==> config.mk <==
export PLATFORM = sky130hd
export DESIGN_NAME = tdm_demux_sixteen
export DESIGN_NICKNAME = d
export VERILOG_FILES = /design/src/rtl/tdm_demux_sixteen.sv
export SDC_FILE = /design/constraint.sdc
export NUM_CORES = 1
export LEC_CHECK = 0
export ABC_AREA = 1
export CAP_MARGIN = 20
export CORE_ASPECT_RATIO = 1.4
export CORE_UTILIZATION = 45
export CTS_BUF_LIST = sky130_fd_sc_hd__clkbuf_4
export CTS_CLUSTER_SIZE = 20
export DETAILED_ROUTE_END_ITERATION = 10
export PLACE_DENSITY = 0.7
export RECOVER_POWER = 25
export SYNTH_ARGS = -nofsm -noshare
export SYNTH_HDL_FRONTEND = slang
export SYNTH_SLANG_ARGS = --single-unit
==> constraint.sdc <==
create_clock -name clk -period 2.6 [get_ports clk]
set_input_delay 0.52 -clock clk [delete_from_list [all_inputs] [get_ports clk]]
set_output_delay 0.52 -clock clk [all_outputs]
set_load 0.02 [all_outputs]
==> src/rtl/tdm_demux_sixteen.sv <==
// tdm_demux_sixteen: 1-to-16 TDM demultiplexer that steers serial slot bits into a
// one-hot output and assembles them into frames presented with a ready strobe.
module tdm_demux_sixteen #(
    parameter int N  = 16,
    parameter int SW = 4
) (
    input  logic          clk,
    input  logic          rstn,
    input  logic          d,
    input  logic          v,
    input  logic          start,
    output logic [SW-1:0] s,
    output logic [N-1:0]  y,
    output logic [N-1:0]  q,
    output logic          rdy,
    output logic          busy,
    output logic          err
);
    typedef enum logic {IDLE, RECV} state_t;
    state_t        state, state_n;
    logic [SW-1:0] s_n;
    logic [N-1:0]  shadow, shadow_n, y_n, q_n;
    logic          rdy_n, err_n;
    always_ff @(posedge clk or negedge rstn) begin
        if (!rstn) begin
            state  <= IDLE;
            s      <= '0;
            shadow <= '0;
            y      <= '0;
            q      <= '0;
            rdy    <= 1'b0;
            err    <= 1'b0;
        end else begin
            state  <= state_n;
            s      <= s_n;
            shadow <= shadow_n;
            y      <= y_n;
            q      <= q_n;
            rdy    <= rdy_n;
            err    <= err_n;
        end
    end
    // A qualified start always restarts at slot 0; mid-frame it also flags the abort.
    always_comb begin
        state_n  = state;
        s_n      = s;
        shadow_n = shadow;
        y_n      = '0;
        q_n      = q;
        rdy_n    = 1'b0;
        err_n    = 1'b0;
        if (v && start) begin
            shadow_n = N'(d);
            y_n      = N'(d);
            s_n      = SW'(1);
            state_n  = RECV;
            err_n    = (state == RECV);
        end else if (v && state == RECV) begin
            shadow_n[s] = d;
            y_n[s]      = d;
            s_n         = s + SW'(1);
            if (s == SW'(N - 1)) begin
                q_n     = shadow_n;
                rdy_n   = 1'b1;
                state_n = IDLE;
            end
        end
    end
    assign busy = (state == RECV);
endmodule

==> impl_metrics.ini, run 1 <==
[floorplanning]
num_rows = 31
ioPinCount = 44
core_mm2 = 0.00516
die_x_um = 63.8
initial_core_util = 0.466
die_h_um = 88.5
die-area_mm2 = 0.00564

[sta]
finalClockSkew_ns = 0.0147
post-route-period-util = 0.755
slew_headroom = 0.139
final.min_clock_period_ns = 1.96
setup_viol = 0
tightest_slew_ns = 1.29
maxSlewViolCount = 0
finalHoldViolations = 0
fmax_mhz = 509
fin_ws_ns = 0.637
tns_ns = 0
rsz0062_at_grt = false

[power_and_ir_drop]
switching_share = 0.306
finalPower_mw = 1.54
p_switching_mw = 0.470
pwr-share-clk = 0.236
power.share.combinational = 0.189
ir_drop_mv = 0.291
leakagePower_nw = 1.53
p_per_area_mw_per_mm2 = 528
p_int_mw = 1.07
seq_power_share = 0.575

[yosys]
ys_seq_area_frac = 0.562
synth-seq-cells = 54
yosysMostFrequentCell = nand2_1
synth_area_per_cell_um2 = 8.37
synth_common_cells = nand2_1 (129), dfrtp_1 (54), nand3_1 (22), nor2_1 (20), inv_1 (14)
synth_area_mm2 = 0.00240
synth_edf_count = 0
synth_nets = 296
netlist_instances = 287
synth_ff_type = dfrtp_1
synth-async-reset-ratio = 1.00
yosysTopAreaCellShare = 0.562
yosys_warnings = 0
yosysUniqueCellTypes = 21
synthTopCellsByArea = dfrtp_1 (56%), nand2_1 (20%), nand3_1 (4.6%)
synth_top_area_cell = dfrtp_1

[setup_path]
cp.required_ns = 2.08
worstReg2RegEnd = q[4]$_DFFE_PN0P_
cp-start-kind = register
crit_chain = clkdlybuf4s50_1
max_stage_delay_ns = 0.63
cp_num_buf_inv = 1
r2r_slack_ns = 0.78
setup.worst_path.end_class = primary output
arrival_ns = 1.44
timing_worst_setup_path_type = reg -> out
cp_top_family = buffers and inverters
slowest_stage = clkdlybuf4s50_1
path_max_fanout = 5
cp_num_cells = 1
ff2ff_path_depth = 6
r2r-start = s[0]$_DFFE_PN0P_

[flow_run]
drv_cap = 0

[clock_network]
holdBufCountCts = 0
cts_inserted_buffers = 5
path_clk_slew_ns = 0.15
clockBufferDepth = 2
cts_tree = built
cts_root_buffer = clkbuf_4
cts_max_level = 2
ctsResizeCount = 0
cts_setup_buffers = 0
clock_latency_ns = 0.37
cts_num_sinks = 54

[detailed_routing]
detailedRoute.firstPassIterationCount = 4
wl_mm = 5.19
routed-via-count = 1962
routedWlPerCell_um = 13.2
ant_nets = 0
drt-vias-per-instance = 4.98
drt-initial-drc-count = 127
drc = 0

[layout]
drive_above_1_share = 0.0701
nNetsFinal = 336
final_cell_area_mm2 = 0.00291
areaGrowthSynthToFinish_pct = 21.2
instances_no_fill = 394
antenna-diode-count = 0

[global_route]
grt_pass1_wl_mm = 8.54
grt.total_usage = 0.200
grt_max_degree = 55
first_global_vias = 1923
grt_antenna_before_repair = 0
gr-total-overflow = 0

[outcome]
status = finished, final reports clean

[place]
io_buffers = 43
place_hpwl_mm = 3.50
dpl.cell_count = 386
gp_congestion = 0.846
pre_cts_ws_ns = 0.545
place_area_mm2 = 0.00286

[hold_path]
min_path_type = in -> async
==> how the worst max path moves through the flow <==
stage / start / endpoint / slack [ns]
finish: s[0]$_DFFE_PN0P_ / s[0] / 0.64
global route: s[0]$_DFFE_PN0P_ / s[0] / 0.58
CTS: s[0]$_DFFE_PN0P_ / s[0] / 0.61
detailed placement: d / y[15]$_DFF_PN0_ / 0.55
global placement: d / y[15]$_DFF_PN0_ / 0.56
floorplan: s[1]$_DFFE_PN0P_ / q[10]$_DFFE_PN0P_ / 1.08
==> kinds of logic after synthesis <==
family / Yosys count / share of synthesized area
flops: 54 / 0.562
fa+ha+maj: 4 / 0.0208
simple gates: 189 / 0.338
compound gates: 6 / 0.0125
buf+inv: 34 / 0.0661
==> cell type report <==
type | count | area (um^2)
Clock buffer | 6 | 45.0
Clock inverter | 2 | 8.76
Fill cell | 473 | 2250
Inverter | 19 | 71.3
Multi-Input combinational cell | 199 | 893
Sequential cell | 54 | 1350
Tap cell | 66 | 82.6
Timing Repair Buffer | 48 | 460
==> layout by cell type (no fill, tap or decap), types with 2 or more instances in the layout <==
master and count:
dfrtp_1 54, nand4_1 11, ha_1 4, buf_4 4, inv_1 14, o21ai_0 5
nand3_1 22, inv_2 5, clkdlybuf4s50_1 42, nor3_1 2, clkbuf_4 6, nor2_1 20
nand2_1 129
==> state kept, by name, indices dropped and copies added (netlist names) <==
signal  count
err         1
busy        1
s           4
shadow     15
y          16
q          16
rdy         1
==> layer usage <==
| metal | part of all wire | GRT usage |
|---|---|---|
| met5 | 0 | 0 |
| met4 | 0.018 | 0.101 |
| met3 | 0.046 | 0.0309 |
| met1 | 0.42 | 0.243 |
| met2 | 0.51 | 0.345 |
==> metrics by stage <==
stage | util | hold WS [ns]
2_1_floorplan | - | 0.224
3_3_place_gp | 0.555 | 0.461
3_5_place_dp | 0.555 | 0.466
4_1_cts | 0.565 | 0.263
5_1_grt | 0.565 | 0.516
6_report | 0.565 | 0.476
==> power by group through the flow <==
| stage | Combinational, mW | Clock [mW] | Sequential (mW) |
|---|---|---|---|
| 2_1_floorplan | 0.171 | 0 | 0.919 |
| 3_3_place_gp | 0.286 | 0 | 0.900 |
| 3_5_place_dp | 0.289 | 0 | 0.901 |
| 4_1_cts | 0.290 | 0.372 | 0.885 |
| 5_1_grt | 0.323 | 0.410 | 0.887 |
| 6_report | 0.290 | 0.364 | 0.884 |
Power figures use the tool's default switching activity.
==> inputs of run 2 (changes only) <==
==> constraint.sdc (replaced) <==
create_clock -name clk -period 1.9 [get_ports clk]
set_input_delay 0.38 -clock clk [delete_from_list [all_inputs] [get_ports clk]]
set_output_delay 0.38 -clock clk [all_outputs]
set_load 0.02 [all_outputs]
==> run 2 against run 1 <==
  * Power grew 45%
  * Via count shrank 0.10%
  * Flip-flop and latch count unchanged
  * Clock-buffer cell count fell by 1
  * Non-clock buffer count up 8
  * Sequential share of layout area is 1.5 points lower
  * Register-to-register slack got worse by 0.39 ns
  * Combinational power is 40% higher
  * Largest cell class unchanged
  * Largest power group unchanged
  * Highest routed layer unchanged
==> impl_metrics.ini, run 2 (synthesized netlist as in run 1, its figures left out) <==
[outcome]
status = finished, final reports clean

[clock_network]
cts_inserted_buffers = 5
clock_latency_ns = 0.37
cts_num_sinks = 54
cts_root_buffer = clkbuf_4
cts_tree = built
clockBufferDepth = 2
cts_setup_buffers = 0
cts_max_level = 2
path_clk_slew_ns = 0.14

[sta]
post-route-period-util = 0.967
maxSlewViolCount = 0
final.min_clock_period_ns = 1.84
finalHoldViolations = 0
tightest_slew_ns = 0.751
fin_hold_ws_ns = 0.496
finalClockSkew_ns = 0.00940
setup_viol = 0
fmax_mhz = 544
rsz0062_at_grt = false
slew_headroom = 0.499
tns_ns = 0

[global_route]
grt_antenna_before_repair = 0
grtUsageMet1 = 0.250
gr-total-overflow = 0
busiest_layer = met2
met3_usage = 0.0348
grt_pass1_wl_mm = 8.36
grt.total_usage = 0.197
grt_max_degree = 29
met2_usage = 0.322
first_global_vias = 1838

[power_and_ir_drop]
p_per_area_mw_per_mm2 = 739
finalPower_mw = 2.22
power.share.combinational = 0.182
pwr-share-clk = 0.272
p_int_mw = 1.59
switching_share = 0.287
ir_drop_mv = 0.392
p_switching_mw = 0.638
leakagePower_nw = 1.58
seq_power_share = 0.545

[layout]
final_util = 0.584
largest_registers = q (16), y (16), shadow (15)
instances_no_fill = 401
layout_common_cells = nand2_1 (129), dfrtp_1 (53), clkdlybuf4s50_1 (40)
antenna-diode-count = 0
areaGrowthSynthToFinish_pct = 25.2
drive_above_1_share = 0.0866
layout_commonest_cell = nand2_1
nNetsFinal = 344

[floorplanning]
core_mm2 = 0.00516
initial_core_util = 0.466
num_rows = 31
die-area_mm2 = 0.00564
die_h_um = 88.5
die_x_um = 63.8
ioPinCount = 44

[setup_path]
path_max_fanout = 6
crit_chain = clkdlybuf4s50_1
cp.required_ns = 1.52
cp-start-kind = register
max_stage_delay_ns = 0.63
arrival_ns = 1.46
cp_top_family = buffers and inverters
timing_worst_setup_path_type = reg -> out
setup.worst_path.end_class = primary output
slowest_stage = clkdlybuf4s50_1
cp_num_buf_inv = 1

[detailed_routing]
routedWlPerCell_um = 12.6
wl_mm = 5.05
routed-via-count = 1960
detailedRoute.firstPassIterationCount = 4
drt-vias-per-instance = 4.89
ant_nets = 0
drt-initial-drc-count = 119
drc = 0

[flow_run]
drv_cap = 0

[hold_path]
min_path_type = reg -> reg

[place]
dpl.cell_count = 393
place_hpwl_mm = 3.60
gp_congestion = 0.810
io_buffers = 43
[run 2: area by class of cell]
class | count | area, um^2
fill | 465 | 2150
sequential | 54 | 1350
multi-input combinational | 199 | 893
timing repair buffer | 56 | 539
tap | 66 | 82.6
inverter | 19 | 71.3
clock buffer | 5 | 37.5
clock inverter | 2 | 33.8
[run 2: path summary, 6_finish.rpt]
path,from,to,slack [ns],cells after the start
setup reg to reg,s[1]$_DFFE_PN0P_,q[12]$_DFFE_PN0P_,0.39,7
setup / recovery,s[3]$_DFFE_PN0P_,s[3],0.06,1
min in group asynchronous,rstn,q[15]$_DFFE_PN0P_,0.57,2
max in group asynchronous,rstn,y[0]$_DFF_PN0_,0.66,3
hold reg to reg,shadow[2]$_DFFE_PN0P_,shadow[2]$_DFFE_PN0P_,0.50,2
hold / removal,shadow[2]$_DFFE_PN0P_,shadow[2]$_DFFE_PN0P_,0.50,2
[run 2: metrics by stage]
| step | cell area, um^2 | setup slack (ns) |
|---|---|---|
| finish | 3010 | 0.0627 |
| global route | 3010 | 0.00786 |
| CTS | 3010 | 0.0371 |
| detailed placement | 2930 | 0.117 |
| global placement | 2930 | 0.137 |
| floorplan | 2400 | 0.384 |
[run 2: what timing repair did]
item / CTS / global route
pin swaps: 0 / 0
setup endpoints to repair: 1 / 1
gates cloned: 0 / 0
gates resized for setup: 1 / 1
hold buffers: 1 / 0
hold endpoints to repair: 11 / 0
[run 2: power by group through the flow]
stage / clock (mW) / combinational, mW / sequential (mW)
after floorplan: 0 / 0.234 / 1.26
after global placement: 0 / 0.398 / 1.23
after detailed placement: 0 / 0.403 / 1.24
after CTS: 0.621 / 0.406 / 1.21
after global routing: 0.671 / 0.450 / 1.22
final: 0.606 / 0.405 / 1.21
[run 2: per-layer routing]
metal,share of wire,vias up
met5,0,-
met4,0.028,0
met3,0.021,13
met2,0.51,37
met1,0.44,925
li1,-,985
==> inputs of run 3 (changes only) <==
--- a/config.mk
+++ b/config.mk
@@ -8,11 +8,11 @@
 export ABC_AREA = 1
 export CAP_MARGIN = 20
 export CORE_ASPECT_RATIO = 1.4
-export CORE_UTILIZATION = 45
+export CORE_UTILIZATION = 54
 export CTS_BUF_LIST = sky130_fd_sc_hd__clkbuf_4
 export CTS_CLUSTER_SIZE = 20
 export DETAILED_ROUTE_END_ITERATION = 10
-export PLACE_DENSITY = 0.7
+export PLACE_DENSITY = 0.82
 export RECOVER_POWER = 25
 export SYNTH_ARGS = -nofsm -noshare
 export SYNTH_HDL_FRONTEND = slang
==> run 3 against run 2 <==
  * Flip-flop and latch count is the same
  * First-iteration DRC count shrank 49%
  * Maximum frequency grew 0.89%
  * Clock skew grew 0.0095 ns
  * Final area shrank 2.7%
  * Sequential power is essentially flat
  * Final cell count shrank 2.5%
  * Hold slack lost 0.0020 ns
  * Critical endpoint is now s[1]
==> impl_metrics.ini, run 3 (synthesized netlist as in run 1, its figures left out) <==
[setup_path]
cp.required_ns = 1.52
max_stage_delay_ns = 0.63
crit_chain = clkdlybuf4s50_1
cp_top_family = buffers and inverters
timing_worst_setup_path_type = reg -> out
setup.worst_path.end_class = primary output
cp_num_buf_inv = 1
path_max_fanout = 5
arrival_ns = 1.44
cp-start-kind = register
slowest_stage = clkdlybuf4s50_1

[layout]
regArea_mm2 = 0.00135
antenna-diode-count = 0
largest_registers = q (16), y (16), shadow (15)
final_cell_area_mm2 = 0.00293
multiInputGateArea_um2 = 893
instances_no_fill = 391
layout_common_cells = nand2_1 (129), dfrtp_1 (54), clkdlybuf4s50_1 (42)
drive_above_1_share = 0.0755
final.fill_count = 329
areaGrowthSynthToFinish_pct = 21.9
nNetsFinal = 339
layout_commonest_cell = nand2_1

[floorplanning]
die_h_um = 80.9
core_mm2 = 0.00424
num_rows = 28
ioPinCount = 44
initial_core_util = 0.567
die_x_um = 58.4
die-area_mm2 = 0.00473

[detailed_routing]
drt-initial-drc-count = 61
routed-via-count = 2022
routedWlPerCell_um = 12.4
drc = 0
detailedRoute.firstPassIterationCount = 4
drt-vias-per-instance = 5.17
wl_mm = 4.86
ant_nets = 0

[clock_network]
cts_tree = built
cts_root_buffer = clkbuf_4
path_clk_slew_ns = 0.14
cts_inserted_buffers = 5
clock_latency_ns = 0.38
cts_setup_buffers = 0
clockBufferDepth = 2
cts_max_level = 2
ctsResizeCount = 0
cts_num_sinks = 54
holdBufCountCts = 1

[place]
io_buffers = 43
gp_congestion = 0.847
place_area_mm2 = 0.00288
place_hpwl_mm = 3.34
dpl.cell_count = 382

[sta]
post-route-period-util = 0.959
rsz0062_at_grt = false
tns_ns = 0
fmax_mhz = 549
slew_headroom = 0.246
tightest_slew_ns = 1.13
setup_viol = 0
finalClockSkew_ns = 0.0189
maxSlewViolCount = 0
finalHoldViolations = 0
final.min_clock_period_ns = 1.82

[global_route]
grt_antenna_before_repair = 0
grt_pass1_wl_mm = 8.39
grt.total_usage = 0.236
gr-total-overflow = 0
grt_max_degree = 55
first_global_vias = 1890

[power_and_ir_drop]
p_per_area_mw_per_mm2 = 713
leakagePower_nw = 1.54
ir_drop_mv = 0.560

[flow_run]
drv_cap = 0

[outcome]
status = finished, final reports clean

[hold_path]
min_path_type = reg -> reg
[run 3: final cells by class]
| cell class | count | share of cell area |
|---|---|---|
| inverters | 19 | 0.0243 |
| multi-input cells | 199 | 0.305 |
| clock buffers | 5 | 0.0128 |
| flip-flops and latches | 54 | 0.461 |
| clock inverters | 3 | 0.00555 |
| well taps | 60 | 0.0256 |
| repair buffers | 51 | 0.166 |
[run 3: final timing paths]
path                       cells after the start        startpoint  slack, ns           endpoint
setup / recovery                               1  s[1]$_DFFE_PN0P_       0.08               s[1]
hold / removal                                 2  q[1]$_DFFE_PN0P_       0.49   q[1]$_DFFE_PN0P_
setup reg to reg                               7  s[0]$_DFFE_PN0P_       0.43  q[14]$_DFFE_PN0P_
hold reg to reg                                2  q[1]$_DFFE_PN0P_       0.49   q[1]$_DFFE_PN0P_
max in group asynchronous                      3              rstn       0.37   s[0]$_DFFE_PN0P_
min in group asynchronous                      3              rstn       0.83     y[0]$_DFF_PN0_
[run 3: where the power goes]
part / switching [mW] / internal [mW]
logic: 0.273 / 0.125
registers: 0.0229 / 1.19
clock network: 0.343 / 0.138
total: 0.639 / 1.45
[run 3: per-stage QoR]
step,hold WS [ns],setup WS [ns],total power [mW],util
2_1_floorplan,0.0844,0.384,1.49,-
3_3_place_gp,0.394,0.178,1.62,0.680
3_5_place_dp,0.392,0.167,1.63,0.680
4_1_cts,0.500,0.0563,2.11,0.695
5_1_grt,0.514,0.00946,2.19,0.691
6_report,0.494,0.0788,2.09,0.691
[run 3: routing by layer]
layer,wire length [um],GRT usage,up-vias
met3,189,0.0430,11
met5,0,0,-
met2,2540,0.380,58
met1,2020,0.303,967
met4,104,0.124,0
li1,-,-,986
